<file path="src/rtl/exe_result_fifo_if.sv">
// Handshake bundle between the execution-result FIFO and its producer/consumer.
// slave = FIFO side, master = environment (execution unit + consumer) side.
interface exe_result_fifo_if #(
  parameter int unsigned ARG_BYTES = 4,
  parameter int unsigned DEPTH     = 8,
  parameter int unsigned ERR_CNT_W = 8
);
  localparam int unsigned CNT_W = $clog2(DEPTH) + 1;

  logic                 i_valid;
  logic [ARG_BYTES-1:0] i_result;
  logic [3:0]           i_status;
  logic                 i_ready;
  logic                 o_ready;
  logic                 o_valid;
  logic [ARG_BYTES-1:0] o_result;
  logic [3:0]           o_status;
  logic [CNT_W-1:0]     o_count;
  logic                 o_overflow;
  logic [ERR_CNT_W-1:0] o_err_cnt;

  modport slave (
    input  i_valid, i_result, i_status, i_ready,
    output o_ready, o_valid, o_result, o_status, o_count, o_overflow, o_err_cnt
  );

  modport master (
    output i_valid, i_result, i_status, i_ready,
    input  o_ready, o_valid, o_result, o_status, o_count, o_overflow, o_err_cnt
  );
endinterface

</file>
<file path="src/rtl/exe_result_fifo.sv">
// Result/status buffer behind the execution unit: never stalls input, drops on full.
// Optional same-cycle forwarding into an empty buffer under `EXE_RES_BYPASS_EN.
module exe_result_fifo #(
  parameter int unsigned ARG_BYTES = 4,
  parameter int unsigned DEPTH     = 8,
  parameter int unsigned ERR_CNT_W = 8
) (
  input logic                i_clk,
  input logic                i_rsn,
  exe_result_fifo_if.slave   bus
);
  localparam int unsigned PTR_W = $clog2(DEPTH);
  localparam int unsigned CNT_W = $clog2(DEPTH) + 1;
  localparam int unsigned ENT_W = ARG_BYTES + 4;

  typedef logic [ENT_W-1:0] entry_t;

  entry_t               mem_q [DEPTH];
  entry_t               mem_d [DEPTH];
  logic [PTR_W-1:0]     rd_ptr_q, rd_ptr_d;
  logic [PTR_W-1:0]     wr_ptr_q, wr_ptr_d;
  logic [CNT_W-1:0]     count_q, count_d;
  logic                 overflow_q, overflow_d;
  logic [ERR_CNT_W-1:0] err_cnt_q, err_cnt_d;

  entry_t in_ent;
  entry_t out_ent;
  logic   valid_c;
  logic   not_full;
  logic   pop;
  logic   push_ok;
  logic   wr_en;
  logic   rd_en;

  // Head selection, handshake decode and next-state computation.
  always_comb begin
    in_ent     = {bus.i_status, bus.i_result};
    out_ent    = mem_q[rd_ptr_q];
    valid_c    = (count_q != '0);
    not_full   = (count_q < CNT_W'(DEPTH));
`ifdef EXE_RES_BYPASS_EN
    if ((count_q == '0) && bus.i_valid) begin
      valid_c = 1'b1;
      out_ent = in_ent;
    end
`endif
    pop        = valid_c & bus.i_ready;
    push_ok    = bus.i_valid & (not_full | pop);
    wr_en      = push_ok;
    rd_en      = pop;
`ifdef EXE_RES_BYPASS_EN
    // A forwarded entry taken the same cycle never touches storage.
    if ((count_q == '0) && bus.i_valid && bus.i_ready) begin
      wr_en = 1'b0;
      rd_en = 1'b0;
    end
`endif

    mem_d      = mem_q;
    wr_ptr_d   = wr_ptr_q;
    rd_ptr_d   = rd_ptr_q;
    count_d    = count_q;
    overflow_d = overflow_q | (bus.i_valid & ~push_ok);
    err_cnt_d  = err_cnt_q;

    if (wr_en) begin
      mem_d[wr_ptr_q] = in_ent;
      wr_ptr_d        = wr_ptr_q + PTR_W'(1);
    end
    if (rd_en) begin
      rd_ptr_d = rd_ptr_q + PTR_W'(1);
    end
    if (wr_en && !rd_en) begin
      count_d = count_q + CNT_W'(1);
    end else if (rd_en && !wr_en) begin
      count_d = count_q - CNT_W'(1);
    end
    if (push_ok && bus.i_status[3] && !(&err_cnt_q)) begin
      err_cnt_d = err_cnt_q + ERR_CNT_W'(1);
    end
  end

  // Control state; storage contents are left unreset.
  always_ff @(posedge i_clk) begin
    if (i_rsn) begin
      rd_ptr_q   <= '0;
      wr_ptr_q   <= '0;
      count_q    <= '0;
      overflow_q <= 1'b0;
      err_cnt_q  <= '0;
    end else begin
      rd_ptr_q   <= rd_ptr_d;
      wr_ptr_q   <= wr_ptr_d;
      count_q    <= count_d;
      overflow_q <= overflow_d;
      err_cnt_q  <= err_cnt_d;
    end
  end

  always_ff @(posedge i_clk) begin
    mem_q <= mem_d;
  end

  assign bus.o_valid    = valid_c;
  assign bus.o_result   = valid_c ? out_ent[ARG_BYTES-1:0] : '0;
  assign bus.o_status   = valid_c ? out_ent[ENT_W-1:ARG_BYTES] : 4'b0;
  assign bus.o_ready    = not_full;
  assign bus.o_count    = count_q;
  assign bus.o_overflow = overflow_q;
  assign bus.o_err_cnt  = err_cnt_q;

endmodule

</file>
<file path="src/flat_wrapper.sv">
// flat-port wrapper written by rule: the top's interface ports become plain ports
module exe_result_fifo_flat 
#(
  parameter int unsigned ARG_BYTES = 4,
  parameter int unsigned DEPTH     = 8,
  parameter int unsigned ERR_CNT_W = 8
)
  (i_clk, i_rsn, bus_i_valid, bus_i_result, bus_i_status, bus_i_ready, bus_o_ready, bus_o_valid, bus_o_result, bus_o_status, bus_o_count, bus_o_overflow, bus_o_err_cnt);
  exe_result_fifo_if #(.ARG_BYTES(ARG_BYTES), .DEPTH(DEPTH), .ERR_CNT_W(ERR_CNT_W)) bus_i ();
  input logic i_clk;
  input logic i_rsn;
  input wire logic [$bits(bus_i.i_valid)-1:0] bus_i_valid;
  input wire logic [$bits(bus_i.i_result)-1:0] bus_i_result;
  input wire logic [$bits(bus_i.i_status)-1:0] bus_i_status;
  input wire logic [$bits(bus_i.i_ready)-1:0] bus_i_ready;
  output wire logic [$bits(bus_i.o_ready)-1:0] bus_o_ready;
  output wire logic [$bits(bus_i.o_valid)-1:0] bus_o_valid;
  output wire logic [$bits(bus_i.o_result)-1:0] bus_o_result;
  output wire logic [$bits(bus_i.o_status)-1:0] bus_o_status;
  output wire logic [$bits(bus_i.o_count)-1:0] bus_o_count;
  output wire logic [$bits(bus_i.o_overflow)-1:0] bus_o_overflow;
  output wire logic [$bits(bus_i.o_err_cnt)-1:0] bus_o_err_cnt;
  assign bus_i.i_valid = bus_i_valid;
  assign bus_i.i_result = bus_i_result;
  assign bus_i.i_status = bus_i_status;
  assign bus_i.i_ready = bus_i_ready;
  assign bus_o_ready = bus_i.o_ready;
  assign bus_o_valid = bus_i.o_valid;
  assign bus_o_result = bus_i.o_result;
  assign bus_o_status = bus_i.o_status;
  assign bus_o_count = bus_i.o_count;
  assign bus_o_overflow = bus_i.o_overflow;
  assign bus_o_err_cnt = bus_i.o_err_cnt;
  exe_result_fifo #(.ARG_BYTES(ARG_BYTES), .DEPTH(DEPTH), .ERR_CNT_W(ERR_CNT_W)) u_core (.i_clk(i_clk), .i_rsn(i_rsn), .bus(bus_i));
endmodule
</file>
<file path="config.mk">
export PLATFORM = sky130hd
export DESIGN_NAME = exe_result_fifo_flat
export DESIGN_NICKNAME = d
export VERILOG_FILES = /design/src/rtl/exe_result_fifo_if.sv /design/src/rtl/exe_result_fifo.sv /design/src/flat_wrapper.sv
export SDC_FILE = /design/constraint.sdc
export NUM_CORES = 1
export LEC_CHECK = 0
export ABC_CLOCK_PERIOD_IN_PS = 2250
export BUFFER_PORTS_ARGS = -buffer_cell sky130_fd_sc_hd__clkbuf_2
export CAP_MARGIN = 20
export CORE_ASPECT_RATIO = 1.4
export CORE_UTILIZATION = 52
export DETAILED_ROUTE_END_ITERATION = 7
export GPL_TIMING_DRIVEN = 1
export PLACE_DENSITY = 0.73
export SETUP_SLACK_MARGIN = 0.5
export SLEW_MARGIN = 20
export SYNTH_ARGS = -nofsm -noshare
export SYNTH_HDL_FRONTEND = slang
export SYNTH_SLANG_ARGS = --single-unit
</file>
<file path="constraint.sdc">
create_clock -name i_clk -period 2.25 [get_ports i_clk]
set_input_delay 0.45 -clock i_clk [delete_from_list [all_inputs] [get_ports i_clk]]
set_output_delay 0.45 -clock i_clk [all_outputs]
set_load 0.01 [all_outputs]
</file>
# [Word level (Yosys, flattened, before mapping)]
# Cells that the tools add are included.
[word_totals] reg_bits=83 input_bits=12 output_inout_bits=23 word_cells=51
[op_classes] addsub=5 magnitude_cmp=4 mux=10 n_bitwise=8 reduce_logical=11
[ops] op="$bwmux W64" count=1
[ops] op="$bmux W8 S3" count=1
[ops] op="$demux W8 S3" count=1
[ops] op="$mux W8" count=3
[ops] op="$mux W4" count=4
[ops] op="$add A8 B1 Y8 const B" count=1
[ops] op="$ge A4 B4 Y1 const B" count=2
[ops] op="$not A3 Y4" count=2
[ops] op="$reduce_and A8 Y1" count=1
[ops] op="$add A3 B1 Y3 const B" count=2
[ops] op="$logic_and A1 B1 Y1" count=5
[ops] op="$add A4 B1 Y4 const B" count=1
[ops] op="$lt A4 B1 Y1 const B" count=1
[ops] op="$lt A4 B4 Y1 const B" count=1
[ops] op="$reduce_bool A4 Y1" count=1
[ops] op="$sub A4 B1 Y4 const B" count=1
[ops] op="$and A1 B1 Y1" count=3
[ops] op="$logic_not A1 Y1" count=3
[ops] op="$or A1 B1 Y1" count=2
[ops] op="$reduce_bool A2 Y1" count=1
[ops] op="$not A1 Y1" count=1

# [Depth between registers and ports, before layout]
[depth] ltp_word=8 depth_mapped=10 mapped_depth_nobuf=10

# [Worst setup path before layout]
# OpenSTA, ideal clock, no wires.
[synth_path] path_type="register to register" startpoint="reg u_core.count_q[3] (netlist: u_core.bus.o_count[3])" endpoint="reg u_core.count_q[3] (netlist: u_core.bus.o_count[3])" arrival_ps=2368 t_required_ps=2129 setup_slack_ps=-238 stages_incl_launch_ff=11 path_buffers=0 cell_sequence="dfxtp_1 -> nor4_4 -> inv_2 -> nand2_1 -> ha_1 -> inv_1 -> ha_1 -> a21oi_1 -> a211oi_1 -> a31oi_1 -> mux2_2"
[synth_via] elab_chain_len=7 elab_cells_between_ends=14 cone_classes="add/sub: 2; order compare: 1; mux: 2; bitwise: 3; reduce/logical: 6"
[synth_lines] element="start, declared" line_no="exe_result_fifo.sv:22" rtl="logic [CNT_W-1:0] count_q, count_d;"
[synth_lines] element="start signal, assigned" line_no="exe_result_fifo.sv:94" rtl="count_q <= count_d;"
[synth_lines] element="$reduce_bool A4 Y1 *" line_no="exe_result_fifo.sv:39" rtl="valid_c = (count_q != '0);"
[synth_lines] element="named net bus_o_valid" line_no="flat_wrapper.sv:17" rtl="output wire logic [$bits(bus_i.o_valid)-1:0] bus_o_valid;"
[synth_lines] element="$and A1 B1 Y1 *" line_no="exe_result_fifo.sv:47" rtl="pop = valid_c & bus.i_ready;"
[synth_lines] element="$or A1 B1 Y1" line_no="exe_result_fifo.sv:48" rtl="push_ok = bus.i_valid & (not_full | pop);"
[synth_lines] element="$and A1 B1 Y1" line_no="exe_result_fifo.sv:48"
[synth_lines] element="$logic_not A1 Y1" line_no="exe_result_fifo.sv:75" rtl="end else if (rd_en && !wr_en) begin"
[synth_lines] element="$logic_and A1 B1 Y1" line_no="exe_result_fifo.sv:75"
[synth_lines] element="$reduce_bool A2 Y1 (no line)"
# The timed path passes the listed nets; every way through them passes the cells marked *. The select of a mux whose other input is x is not followed.
# A chain may end at the register's enable or synchronous reset.

# [Worst setup path after layout]
[layout_path] startpoint="reg u_core.rd_ptr_q[0]" endpoint="out bus_o_status[3]"
[layout_via] elab_chain_len=5
[layout_lines] element="start, declared" line_no="exe_result_fifo.sv:20" rtl="logic [PTR_W-1:0] rd_ptr_q, rd_ptr_d;"
[layout_lines] element="start signal, assigned" line_no="exe_result_fifo.sv:92" rtl="rd_ptr_q <= rd_ptr_d;"
[layout_lines] element="$not A3 Y4 (implied by the code)" line_no="exe_result_fifo.sv:38" rtl="out_ent = mem_q[rd_ptr_q];"
[layout_lines] element="$bmux W8 S3" line_no="exe_result_fifo.sv:38"
[layout_lines] element="$mux W8 (implied by the code) (2 in series)" line_no="exe_result_fifo.sv:38"
[layout_lines] element="$mux W4" line_no="exe_result_fifo.sv:106" rtl="assign bus.o_status = valid_c ? out_ent[ENT_W-1:ARG_BYTES] : 4'b0;"
[layout_lines] element="end, declared" line_no="flat_wrapper.sv:19" rtl="output wire logic [$bits(bus_i.o_status)-1:0] bus_o_status;"
# No other way between the ends. The select of a mux whose other input is x is not followed.

==> run_summary.xml <==
<?xml version="1.0" encoding="UTF-8"?>
<metrics>
  <group name="synth">
    <metric name="yosys.area.top_type" unit="">sky130_fd_sc_hd__edfxtp_1</metric>
    <metric name="seq_area_frac_synth" unit="%">66.6</metric>
    <metric name="yosys_most_used_dff" unit="">sky130_fd_sc_hd__edfxtp_1</metric>
    <metric name="avgSynthCellArea" unit="um2">15.7</metric>
    <metric name="synth_area" unit="mm2">0.00346</metric>
    <metric name="number_of_flops_mapped_to_enable_cells_by_yosys" unit="">64</metric>
    <metric name="syn_inst" unit="">220</metric>
    <metric name="count_leader_synth" unit="">sky130_fd_sc_hd__edfxtp_1</metric>
    <metric name="asyncSetResetFlopFracSynth" unit="%">0</metric>
    <metric name="unique_cell_type_count_in_the_yosys_netlist" unit="">40</metric>
    <metric name="yosys-top-cells-count" unit="">sky130_fd_sc_hd__edfxtp_1 (64), sky130_fd_sc_hd__nor2_1 (28), sky130_fd_sc_hd__dfxtp_1 (19)</metric>
    <metric name="ys_warn_count" unit="">0</metric>
    <metric name="syn-num-nets" unit="">239</metric>
    <metric name="synth-seq-cells" unit="">83</metric>
    <metric name="synth.top_cells.by_area" unit="">sky130_fd_sc_hd__edfxtp_1 (56%), sky130_fd_sc_hd__dfxtp_1 (11%), sky130_fd_sc_hd__mux4_2 (10%)</metric>
    <metric name="fraction_of_post_synthesis_cell_area_in_the_top_cell_type_by_area" unit="%">55.6</metric>
  </group>
  <group name="cells_and_area">
    <metric name="register_area" unit="mm2">0.00232</metric>
    <metric name="n_antenna_cell" unit="">0</metric>
    <metric name="multiInputGateArea" unit="mm2">0.00119</metric>
    <metric name="final_layout_size_suffix_gt1_share" unit="%">44.0</metric>
    <metric name="postLayoutCoreUtil" unit="%">68.2</metric>
    <metric name="fin_nets" unit="">307</metric>
    <metric name="fillerInstances" unit="">460</metric>
    <metric name="syn2layout_area_growth" unit="%">24.3</metric>
    <metric name="layout.cell_area.non_filler" unit="mm2">0.00430</metric>
  </group>
  <group name="route">
    <metric name="firstDrtPassIters" unit="">6</metric>
    <metric name="number_of_vias_after_detailed_routing" unit="">2035</metric>
    <metric name="dr.first_iter.drc_count" unit="">160</metric>
    <metric name="detail_route.vias_per_cell" unit="">5.58</metric>
    <metric name="drc" unit="">0</metric>
    <metric name="wire_per_inst" unit="um">17.4</metric>
    <metric name="postRouteAntennaNets" unit="">0</metric>
    <metric name="finalWirelength" unit="um">6350</metric>
  </group>
  <group name="placed_design">
    <metric name="portBuffers" unit="">34</metric>
    <metric name="place_worst_setup_slack" unit="ns">0.0938</metric>
    <metric name="detailed_place.area" unit="mm2">0.00391</metric>
    <metric name="detailed_place_hpwl" unit="um">4100</metric>
    <metric name="place_congestion" unit="">0.728</metric>
  </group>
  <group name="floorplan">
    <metric name="width_of_the_die" unit="um">70.9</metric>
    <metric name="floorplan.initialDensity" unit="%">54.9</metric>
    <metric name="die-area" unit="mm2">0.00698</metric>
    <metric name="core_footprint" unit="mm2">0.00630</metric>
    <metric name="die_y" unit="um">98.5</metric>
    <metric name="num_io_pins" unit="">35</metric>
    <metric name="row_count" unit="">34</metric>
  </group>
  <group name="global_route">
    <metric name="grt.overflow.total" unit="">0</metric>
    <metric name="antenna_found_initial" unit="">0</metric>
    <metric name="vias_in_the_first_global_route" unit="">2090</metric>
    <metric name="grt_start_max_net_pins" unit="">21</metric>
    <metric name="grt_usage" unit="%">20.1</metric>
    <metric name="grt_first_pass_wirelength" unit="um">10200</metric>
  </group>
  <group name="pwr">
    <metric name="irDropWorstVdd" unit="mV">0.710</metric>
    <metric name="powerDensity" unit="mW/mm2">1030</metric>
    <metric name="power.leakage" unit="uW">0.00152</metric>
  </group>
  <group name="status">
    <metric name="status" unit="">finished clean</metric>
  </group>
  <group name="timing">
    <metric name="finalHoldViolCount" unit="">0</metric>
    <metric name="finalMaxSlewViolations" unit="">0</metric>
    <metric name="layout_min_cycle_time" unit="ns">2.20</metric>
    <metric name="top_achievable_clock_speed" unit="GHz">0.455</metric>
    <metric name="fin_tns_setup" unit="ns">0</metric>
    <metric name="timing.slew.headroom" unit="%">59.0</metric>
    <metric name="grt_setup_unrepaired" unit="">true</metric>
    <metric name="timing.hold.ws" unit="ns">0.371</metric>
    <metric name="setup_viol" unit="">0</metric>
    <metric name="min_period_over_period" unit="%">97.8</metric>
    <metric name="final.setup_skew" unit="ns">0.0121</metric>
    <metric name="crit_path_setup_slack_layout" unit="ns">0.0503</metric>
    <metric name="worst-slew-pin-transition" unit="ns">0.614</metric>
  </group>
  <group name="clock_tree">
    <metric name="clk_latency" unit="ns">0.35</metric>
    <metric name="clock_tree.buffer_depth" unit="">2</metric>
    <metric name="cts_tree" unit="">yes</metric>
    <metric name="clock-sinks" unit="">83</metric>
    <metric name="cts_buffers" unit="">9</metric>
    <metric name="ctsHtreeMaxLevel" unit="">3</metric>
    <metric name="clock_pin_transition_on_the_worst_setup_and_hold_timing_paths" unit="ns">0.09</metric>
    <metric name="ctsRootBufferMaster" unit="">sky130_fd_sc_hd__clkbuf_8</metric>
  </group>
  <group name="setup_path">
    <metric name="critPathKind" unit="">reg -&gt; out</metric>
    <metric name="critical_path.slowest_cell" unit="">sky130_fd_sc_hd__mux4_2</metric>
    <metric name="worst_path_largest_cell_delay" unit="ns">0.50</metric>
    <metric name="cp.arrival" unit="ns">1.75</metric>
    <metric name="worstSetupEndpointType" unit="">primary output</metric>
    <metric name="timing.critical_path.required" unit="ns">1.80</metric>
    <metric name="path_max_fanout" unit="">5</metric>
    <metric name="critical_path.cell_chain" unit="">buf_12, mux4_2, mux2i_1, nor2_1, clkbuf_2</metric>
    <metric name="startpoint_type" unit="">flop</metric>
  </group>
  <group name="min_path">
    <metric name="hold_path_class" unit="">in -&gt; reg</metric>
  </group>
  <group name="job">
    <metric name="cap_viol_max_count" unit="">0</metric>
  </group>
</metrics>
==> critical path, delay by kind of cell (launching register included) <==
kind | cells | cell delay, ns
buffers and inverters | 2 | 0.26
flip-flops | 1 | 0.42
AND/OR/NAND/NOR | 1 | 0.05
multiplexers | 2 | 0.66
==> sequential cells by signal, indices dropped and copies added, names as in the netlist <==
name	count
u_core.mem_q	64
u_core.bus.o_err_cnt	8
u_core.bus.o_count	4
u_core.rd_ptr_q	3
u_core.wr_ptr_q	3
u_core.bus.o_overflow	1
==> cell usage in the layout, fill, tap and decap left out, drive strengths merged, types with 3 or more instances in the layout <==
cell | netlist | layout
a21oi | 7 | 7
buf | 4 | 31
clkbuf | 4 | 43
dfxtp | 19 | 19
edfxtp | 64 | 64
ha | 6 | 6
inv | 6 | 9
mux2i | 11 | 11
mux4 | 16 | 16
nand2 | 9 | 9
nand2b | 3 | 3
nand3 | 8 | 8
nand4 | 3 | 3
nor2 | 28 | 28
nor3 | 5 | 5
xor2 | 5 | 5
==> metal layers <==
metal  track usage (%)  vias to the layer above  wire [um]
li1                  -                      980          -
met1              22.9                     1007       2540
met2              36.2                       41       3550
met3              4.91                        7        171
met4              7.38                        0         91
met5                 0                        -          0
==> logic make-up (layout without fill, tap and decap cells) <==
kind of cell             count (synthesis)  in the layout  share of synthesized area (%)
AO/OA/AOI/OAI                           16             16                           2.97
XOR/XNOR                                 7              7                           1.77
adder cells (fa/ha/maj)                  7              7                           2.75
buffers and inverters                   14             87                           1.70
flip-flops                              83             83                           66.6
multiplexers                            28             28                           13.9
AND/OR/NAND/NOR                         65             65                           10.2
==> layout make-up <==
type	instances	share of cell area [%]
Clock buffer	9	2.88
Clock inverter	7	1.43
Inverter	6	0.583
Multi-Input combinational cell	123	27.8
Sequential cell	83	54.1
Tap cell	72	2.10
Timing Repair Buffer	65	11.1
==> per-stage QoR <==
step / power [uW] / instances
finish: 4420 / 365
global route: 4660 / 365
CTS: 4290 / 360
detailed placement: 3130 / 337
global placement: 3110 / 337
floorplan: 2750 / 220
==> path summary, 6_finish.rpt <==
path	startpoint	end	slack [ns]	cells after the start
worst max-delay path	u_core.rd_ptr_q[0]$_SDFFE_PP0P_	bus_o_status[3]	0.05	5
worst min-delay path	bus_i_result[1]	u_core.mem_q[25]$_DFFE_PP_	0.37	1
worst max register to register	u_core.bus.o_count[2]$_SDFFE_PP0P_	u_core.bus.o_count[3]$_SDFFE_PP0P_	0.17	10
worst min register to register	u_core.bus.o_overflow$_SDFF_PP0_	u_core.bus.o_overflow$_SDFF_PP0_	0.48	2
==> timing repair <==
item,in CTS,in global routing
gates resized for setup,10,14
cloned,1,1
buffers inserted,6,4
setup endpoints to repair,13,18
pin swaps,2,3
hold buffers,0,0
hold endpoints to repair,0,0
==> power breakdown <==
group / internal [uW] / switching (uW) / leakage [uW] / total [uW]
sequential: 1770 / 90.4 / 0.000740 / 1860
clock: 419 / 561 / 0.0000884 / 980
combinational: 881 / 702 / 0.000695 / 1580
Note: power is estimated with default switching activity, not from simulation.
